==> src/rtl/stack_sequencer_pkg.sv <==
// Shared types and default geometry for the MCU stack sequencer.
// The stack grows downward from STACK_BASE toward STACK_LIMIT.
package stack_sequencer_pkg;

  localparam int unsigned AW_DEF = 8;
  localparam int unsigned DW_DEF = 10;
  localparam logic [7:0]  STACK_BASE_DEF  = 8'h00;
  localparam logic [7:0]  STACK_LIMIT_DEF = 8'hC0;

  typedef enum logic [2:0] {
    OP_NOP  = 3'd0,
    OP_PUSH = 3'd1,
    OP_POP  = 3'd2,
    OP_CALL = 3'd3,
    OP_RET  = 3'd4,
    OP_INT  = 3'd5,
    OP_RETI = 3'd6,
    OP_LDSP = 3'd7
  } stack_op_t;

  typedef enum logic [3:0] {
    ST_IDLE  = 4'd0,
    ST_WR1   = 4'd1,
    ST_WR2   = 4'd2,
    ST_RD1   = 4'd3,
    ST_RD2   = 4'd4,
    ST_CAP   = 4'd5,
    ST_LD    = 4'd6,
    ST_NOP1  = 4'd7,
    ST_ABORT = 4'd8
  } stack_state_t;

endpackage

==> src/rtl/stack_ptr_reg.sv <==
// Stack pointer register: load has priority over increment, increment over decrement.
// Arithmetic wraps modulo 2^AW.
module stack_ptr_reg #(
  parameter int unsigned   AW      = 8,
  parameter logic [AW-1:0] RST_VAL = '0
) (
  input  logic          clk_i,
  input  logic          rst_n_i,
  input  logic          ld_i,
  input  logic [AW-1:0] ld_data_i,
  input  logic          incr_i,
  input  logic          decr_i,
  output logic [AW-1:0] sp_o
);

  localparam logic [AW-1:0] ONE = AW'(1);

  logic [AW-1:0] sp_q, sp_d;

  always_comb begin
    sp_d = sp_q;
    if (ld_i)        sp_d = ld_data_i;
    else if (incr_i) sp_d = sp_q + ONE;
    else if (decr_i) sp_d = sp_q - ONE;
  end

  always_ff @(posedge clk_i or negedge rst_n_i) begin
    if (!rst_n_i) sp_q <= RST_VAL;
    else          sp_q <= sp_d;
  end

  assign sp_o = sp_q;

endmodule

==> src/rtl/stack_sequencer.sv <==
// Stack traffic sequencer: owns SP, drives the scratch RAM for push/pop/call/ret/int/reti,
// and aborts ops that would overflow or underflow the stack.
//
// state | meaning
// IDLE  | waiting for an op, op_ready_o high
// WR1   | write data/PC at SP-1, SP decrements
// WR2   | INT only: write {0,C,Z} at SP-1, SP decrements
// RD1   | read address SP, SP increments
// RD2   | RETI only: capture flags, read PC at SP, SP increments
// CAP   | present/capture popped word
// LD    | load SP, clear sticky OVF/UNF
// NOP1  | single-cycle no-op
// ABORT | limit check failed: DONE+ERR, nothing else changes
module stack_sequencer
  import stack_sequencer_pkg::*;
#(
  parameter int unsigned   AW          = AW_DEF,
  parameter int unsigned   DW          = DW_DEF,
  parameter logic [AW-1:0] STACK_BASE  = AW'(STACK_BASE_DEF),
  parameter logic [AW-1:0] STACK_LIMIT = AW'(STACK_LIMIT_DEF)
) (
  input  logic          clk_i,
  input  logic          rst_n_i,
  input  logic          op_valid_i,
  input  logic [2:0]    op_i,
  output logic          op_ready_o,
  input  logic [DW-1:0] wdata_i,
  input  logic [1:0]    flags_i,
  input  logic [AW-1:0] sp_ld_data_i,
  output logic          done_o,
  output logic          err_o,
  output logic [DW-1:0] rdata_o,
  output logic [1:0]    rflags_o,
  output logic [AW-1:0] scr_addr_o,
  output logic [DW-1:0] scr_wdata_o,
  output logic          scr_we_o,
  input  logic [DW-1:0] scr_rdata_i,
  output logic [AW-1:0] sp_o,
  output logic          ovf_o,
  output logic          unf_o
);

  localparam logic [AW-1:0] ONE     = AW'(1);
  localparam logic [AW-1:0] TWO     = AW'(2);
  localparam logic [AW-1:0] CAP     = STACK_BASE - STACK_LIMIT;
  localparam logic [AW-1:0] CAP_INT = CAP - TWO;

  stack_state_t  state_q, state_d;
  stack_op_t     op_q, op_d, op_in;
  logic [DW-1:0] data_q, data_d;
  logic [1:0]    flags_q, flags_d;
  logic [AW-1:0] ld_q, ld_d;
  logic [DW-1:0] rdata_q, rdata_d;
  logic [1:0]    rflags_q, rflags_d;
  logic          ovf_q, ovf_d, unf_q, unf_d;

  logic [AW-1:0] sp, sp_m1, depth;
  logic          sp_ld, sp_incr, sp_decr;

  assign op_in = stack_op_t'(op_i);
  assign sp_m1 = sp - ONE;
  assign depth = STACK_BASE - sp;

  stack_ptr_reg #(
    .AW      (AW),
    .RST_VAL (STACK_BASE)
  ) u_sp (
    .clk_i     (clk_i),
    .rst_n_i   (rst_n_i),
    .ld_i      (sp_ld),
    .ld_data_i (ld_q),
    .incr_i    (sp_incr),
    .decr_i    (sp_decr),
    .sp_o      (sp)
  );

  always_comb begin
    state_d     = state_q;
    op_d        = op_q;
    data_d      = data_q;
    flags_d     = flags_q;
    ld_d        = ld_q;
    rdata_d     = rdata_q;
    rflags_d    = rflags_q;
    ovf_d       = ovf_q;
    unf_d       = unf_q;
    sp_ld       = 1'b0;
    sp_incr     = 1'b0;
    sp_decr     = 1'b0;
    op_ready_o  = 1'b0;
    done_o      = 1'b0;
    err_o       = 1'b0;
    scr_we_o    = 1'b0;
    scr_addr_o  = sp;
    scr_wdata_o = data_q;

    case (state_q)
      ST_IDLE: begin
        op_ready_o = 1'b1;
        if (op_valid_i) begin
          op_d    = op_in;
          data_d  = wdata_i;
          flags_d = flags_i;
          ld_d    = sp_ld_data_i;
          // Limits are checked once here so an op either runs fully or not at all.
          case (op_in)
            OP_PUSH, OP_CALL: begin
              if (depth < CAP) state_d = ST_WR1;
              else begin
                state_d = ST_ABORT;
                ovf_d   = 1'b1;
              end
            end
            OP_INT: begin
              if (depth <= CAP_INT) state_d = ST_WR1;
              else begin
                state_d = ST_ABORT;
                ovf_d   = 1'b1;
              end
            end
            OP_POP, OP_RET: begin
              if (depth >= ONE) state_d = ST_RD1;
              else begin
                state_d = ST_ABORT;
                unf_d   = 1'b1;
              end
            end
            OP_RETI: begin
              if (depth >= TWO) state_d = ST_RD1;
              else begin
                state_d = ST_ABORT;
                unf_d   = 1'b1;
              end
            end
            OP_LDSP: state_d = ST_LD;
            default: state_d = ST_NOP1;
          endcase
        end
      end
      ST_WR1: begin
        scr_we_o    = 1'b1;
        scr_addr_o  = sp_m1;
        scr_wdata_o = data_q;
        sp_decr     = 1'b1;
        if (op_q == OP_INT) state_d = ST_WR2;
        else begin
          done_o  = 1'b1;
          state_d = ST_IDLE;
        end
      end
      ST_WR2: begin
        scr_we_o    = 1'b1;
        scr_addr_o  = sp_m1;
        scr_wdata_o = {{(DW-2){1'b0}}, flags_q};
        sp_decr     = 1'b1;
        done_o      = 1'b1;
        state_d     = ST_IDLE;
      end
      ST_RD1: begin
        sp_incr = 1'b1;
        state_d = (op_q == OP_RETI) ? ST_RD2 : ST_CAP;
      end
      ST_RD2: begin
        // Flags word was addressed in RD1 and arrives now; the PC word is addressed here.
        sp_incr  = 1'b1;
        rflags_d = scr_rdata_i[1:0];
        state_d  = ST_CAP;
      end
      ST_CAP: begin
        rdata_d = scr_rdata_i;
        done_o  = 1'b1;
        state_d = ST_IDLE;
      end
      ST_LD: begin
        sp_ld   = 1'b1;
        ovf_d   = 1'b0;
        unf_d   = 1'b0;
        done_o  = 1'b1;
        state_d = ST_IDLE;
      end
      ST_NOP1: begin
        done_o  = 1'b1;
        state_d = ST_IDLE;
      end
      ST_ABORT: begin
        done_o  = 1'b1;
        err_o   = 1'b1;
        state_d = ST_IDLE;
      end
      default: state_d = ST_IDLE;
    endcase
  end

  always_ff @(posedge clk_i or negedge rst_n_i) begin
    if (!rst_n_i) begin
      state_q  <= ST_IDLE;
      op_q     <= OP_NOP;
      data_q   <= '0;
      flags_q  <= '0;
      ld_q     <= '0;
      rdata_q  <= '0;
      rflags_q <= '0;
      ovf_q    <= 1'b0;
      unf_q    <= 1'b0;
    end else begin
      state_q  <= state_d;
      op_q     <= op_d;
      data_q   <= data_d;
      flags_q  <= flags_d;
      ld_q     <= ld_d;
      rdata_q  <= rdata_d;
      rflags_q <= rflags_d;
      ovf_q    <= ovf_d;
      unf_q    <= unf_d;
    end
  end

  // The popped word is forwarded straight from the RAM during CAP so it is valid with DONE.
  assign rdata_o  = (state_q == ST_CAP) ? scr_rdata_i : rdata_q;
  assign rflags_o = rflags_q;
  assign sp_o     = sp;
  assign ovf_o    = ovf_q;
  assign unf_o    = unf_q;

endmodule

==> config.mk <==
export PLATFORM = sky130hd
export DESIGN_NAME = stack_sequencer
export DESIGN_NICKNAME = d
export VERILOG_FILES = /design/src/rtl/stack_sequencer_pkg.sv /design/src/rtl/stack_ptr_reg.sv /design/src/rtl/stack_sequencer.sv
export SDC_FILE = /design/constraint.sdc
export NUM_CORES = 1
export LEC_CHECK = 0
export ABC_CLOCK_PERIOD_IN_PS = 2100
export CAP_MARGIN = 20
export CORE_ASPECT_RATIO = 0.5
export CORE_MARGIN = 4
export CORE_UTILIZATION = 57
export CTS_CLUSTER_DIAMETER = 200
export DETAILED_ROUTE_END_ITERATION = 10
export DONT_BUFFER_PORTS = 1
export MAX_ROUTING_LAYER = met4
export PLACE_DENSITY = 0.75
export REMOVE_ABC_BUFFERS = 1
export SYNTH_ARGS = -nofsm -noshare
export SYNTH_HDL_FRONTEND = slang
export SYNTH_SLANG_ARGS = --single-unit
==> constraint.sdc <==
create_clock -name clk_i -period 2.1 [get_ports clk_i]
set_input_delay 0.21 -clock clk_i [delete_from_list [all_inputs] [get_ports clk_i]]
set_output_delay 0.21 -clock clk_i [all_outputs]
set_load 0.03 [all_outputs]
==> results by group <==
Timing
  • Worst-case clock skew: 0.00681 ns
  • Setup violations, final: 4
  • Fin crit period: 2.14 ns
  • Rel. slew slack: 0.622
  • Max Freq: 0.466 GHz
  • Actual slew at the worst max-slew pin: 0.561 ns
  • Final worst setup slack: -0.0444 ns
  • Hold WS: 0.0454 ns
  • Max-slew violation count: 0
  • Tcrit/Tclk final: 1.02
  • Endpoints failing hold: 0
  • RSZ-0062 raised after global routing: true

Yosys
  • Most common library cells after synthesis: dfrtp_1 (49), mux2_2 (37), nor2_1 (25), nand2_1 (18), a21oi_1 (12)
  • Post-synthesis sequential area ratio: 0.443
  • Mean post-synth cell area: 10.1 sq um
  • EDFF count, synth: 0
  • Synth Register Bits: 49
  • Post-Syn Area: 0.00277 sq mm
  • Async SR Flop Fraction: 1.00
  • Synth top area cells: dfrtp_1 (44%), mux2_2 (15%), nor2_1 (3.4%)
  • Count of distinct cell types in the synthesized netlist: 51
  • Share of the synthesized area in the top cell type: 0.443
  • Count leader, synth: dfrtp_1
  • Post-Syn Instances: 274
  • Area leader, netlist: dfrtp_1
  • Ys flop type: dfrtp_1
  • Yosys warns: 0

Final layout
  • Nets: 373
  • Layout area overhead: 34.3%
  • Share of cells above drive strength 1: 0.479
  • Inserted Diodes: 0

Setup path
  • Startpoint types: flop
  • Req. time, crit path: 2.34 ns
  • CP delay by family, top: simple AND/OR/NAND/NOR gates
  • Crit. End Element: flop
  • WP buf/inv: 1
  • Crit path arrival time: 2.38 ns
  • Worst-path maximum fanout: 6
  • Critical Path Max Stage Delay: 0.55 ns
  • WS Path Type: flop to flop
  • CP cell instances: buf_6 > or3_4 > o31ai_1 > o21ai_1 > or4_4 > a21oi_2
  • Slowest cell on crit path: or4_4

Clock network
  • Clock buffer depth: 2
  • Clock transition at path regs: 0.10 ns
  • Root buf cell: clkbuf_8
  • CTS tree: done
  • Number of CTS-inserted buffers: 5
  • Worst-Skew Late Latency: 0.30 ns
  • H-tree Lvls: 2
  • # clock sinks: 49

Detailed routing
  • # DRC: 0
  • Initial DRC count: 138
  • Total Wirelength: 8190 um
  • Post-DRT Antenna Nets: 0
  • DR vias: 2487
  • First-pass DRT Iterations: 5
  • Wire per inst: 20.5 um
  • Vias per cell: 6.22

Placement
  • Port bufs: 0
  • Gpl congestion: 0.948
  • Final HPWL DP: 5350 um

Power and ir drop
  • Pleak: 1.61 nW
  • Power density cells: 2000 mW/mm^2
  • VDD IR max: 1.19 mV
  • Power Total: 7.43 mW

Die
  • Io pins: 80
  • Core region area: 0.00453 sq mm
  • Initial Util: 0.611
  • Die H: 57.3 um
  • # rows: 17
  • DIE WIDTH: 107 um
  • Die area: 0.00610 sq mm

GRT
  • Global route overflow: 0
  • Initial antenna violation count: 0
  • Vias in the first global route: 2478
  • Total track usage: 0.256
  • Largest net degree at the start of global routing: 50
  • First-pass GRT wire length: 12100 um

Job
  • MaxCap Viol Count: 0

Status
  • Run status: complete, but fails checks
  • Violated checks: setup timing

Min path
  • Worst min-delay path class: primary input to flop
-- sequential cells by signal, indices dropped and copies added (netlist names) --
register / count
op_q: 3
rdata_q: 10
flags_q: 2
ld_q: 8
rflags_o: 2
data_q: 10
unf_o: 1
u_sp.sp_o: 8
state_q: 4
ovf_o: 1
-- power by group --
group	internal (mW)	leakage [nW]	total, mW	switching [mW]
Sequential	1.41	0.588	1.80	0.393
Combinational	2.09	0.958	4.91	2.82
Clock	0.366	0.0603	0.720	0.354
Total	3.86	1.61	7.43	3.57
-- cells in the final DEF (no fill, tap or decap), drive strengths merged, types with 7 or more instances in the layout --
master / Yosys / final
a21oi: 12 / 12
buf: 9 / 67
dfrtp: 49 / 49
inv: 6 / 7
mux2: 37 / 37
nand2: 18 / 18
nor2: 25 / 25
nor2b: 8 / 8
nor3: 7 / 7
o21ai: 8 / 8
xnor2: 8 / 8
-- what timing repair did --
| item | CTS | global route |
|---|---|---|
| gates cloned | 1 | 1 |
| buffers inserted | 9 | 7 |
| endpoints found under the setup margin | 14 | 17 |
| pin swaps | 7 | 17 |
| hold endpoints to repair | 49 | 0 |
| hold buffers | 2 | 0 |
| resized for setup | 30 | 38 |
-- stage by stage --
| stage | setup slack, ns | TNS (ns) | instances | util | cell area, sq um |
|---|---|---|---|---|---|
| 6_report | -0.0444 | -0.101 | 400 | 0.821 | 3720 |
| 5_1_grt | -0.111 | -0.582 | 400 | 0.821 | 3720 |
| 4_1_cts | -0.0333 | -0.0923 | 392 | 0.768 | 3480 |
| 3_5_place_dp | -0.0826 | -0.215 | 372 | 0.695 | 3150 |
| 3_3_place_gp | 0.0246 | 0 | 372 | 0.695 | 3150 |
| 2_1_floorplan | -0.286 | -1.70 | 257 | - | 2700 |
-- metal layers --
metal,track usage,routed length [um],up-vias
li1,-,-,1112
met1,0.326,3300,1201
met4,0.0510,171,0
met2,0.419,3980,147
met3,0.0644,745,27
met5,-,0,-
-- area by class of cell --
cell class | instances | area [sq um]
clock buffer | 5 | 68.8
clock inverter | 3 | 50.0
timing repair buffer | 68 | 579
tap | 66 | 82.6
sequential | 49 | 1230
multi-input combinational | 202 | 1670
timing repair inverter | 1 | 7.51
fill | 266 | 811
inverter | 6 | 27.5
-- worst paths after layout --
check                                    startpoint  depth (start not counted)                  endpoint  slack [ns]
setup / recovery           u_sp.sp_o[1]$_DFFE_PN0P_                          6    state_q[3]$_DFFE_PN0P_       -0.04
hold / removal                           flags_i[1]                          1    flags_q[1]$_DFFE_PN0P_        0.05
setup reg to reg           u_sp.sp_o[1]$_DFFE_PN0P_                          6    state_q[3]$_DFFE_PN0P_       -0.04
hold reg to reg               data_q[3]$_DFFE_PN0P_                          1     data_q[3]$_DFFE_PN0P_        0.51
max in group asynchronous                   rst_n_i                          2  u_sp.sp_o[2]$_DFFE_PN0P_        1.43
min in group asynchronous                   rst_n_i                          2  u_sp.sp_o[3]$_DFFE_PN0P_        0.44
-- cells by family (layout without fill, tap and decap cells) --
group / Yosys count / count (layout) / synth area share
AND/OR/NAND/NOR: 91 / 91 / 0.171
XOR/XNOR: 11 / 11 / 0.0348
flip-flops: 49 / 49 / 0.443
buffers and inverters: 23 / 83 / 0.0339
multiplexers: 38 / 38 / 0.154
adder cells (fa/ha/maj): 4 / 4 / 0.0181
AO/OA/AOI/OAI: 58 / 58 / 0.146
Note: power is estimated with default switching activity, not from simulation.
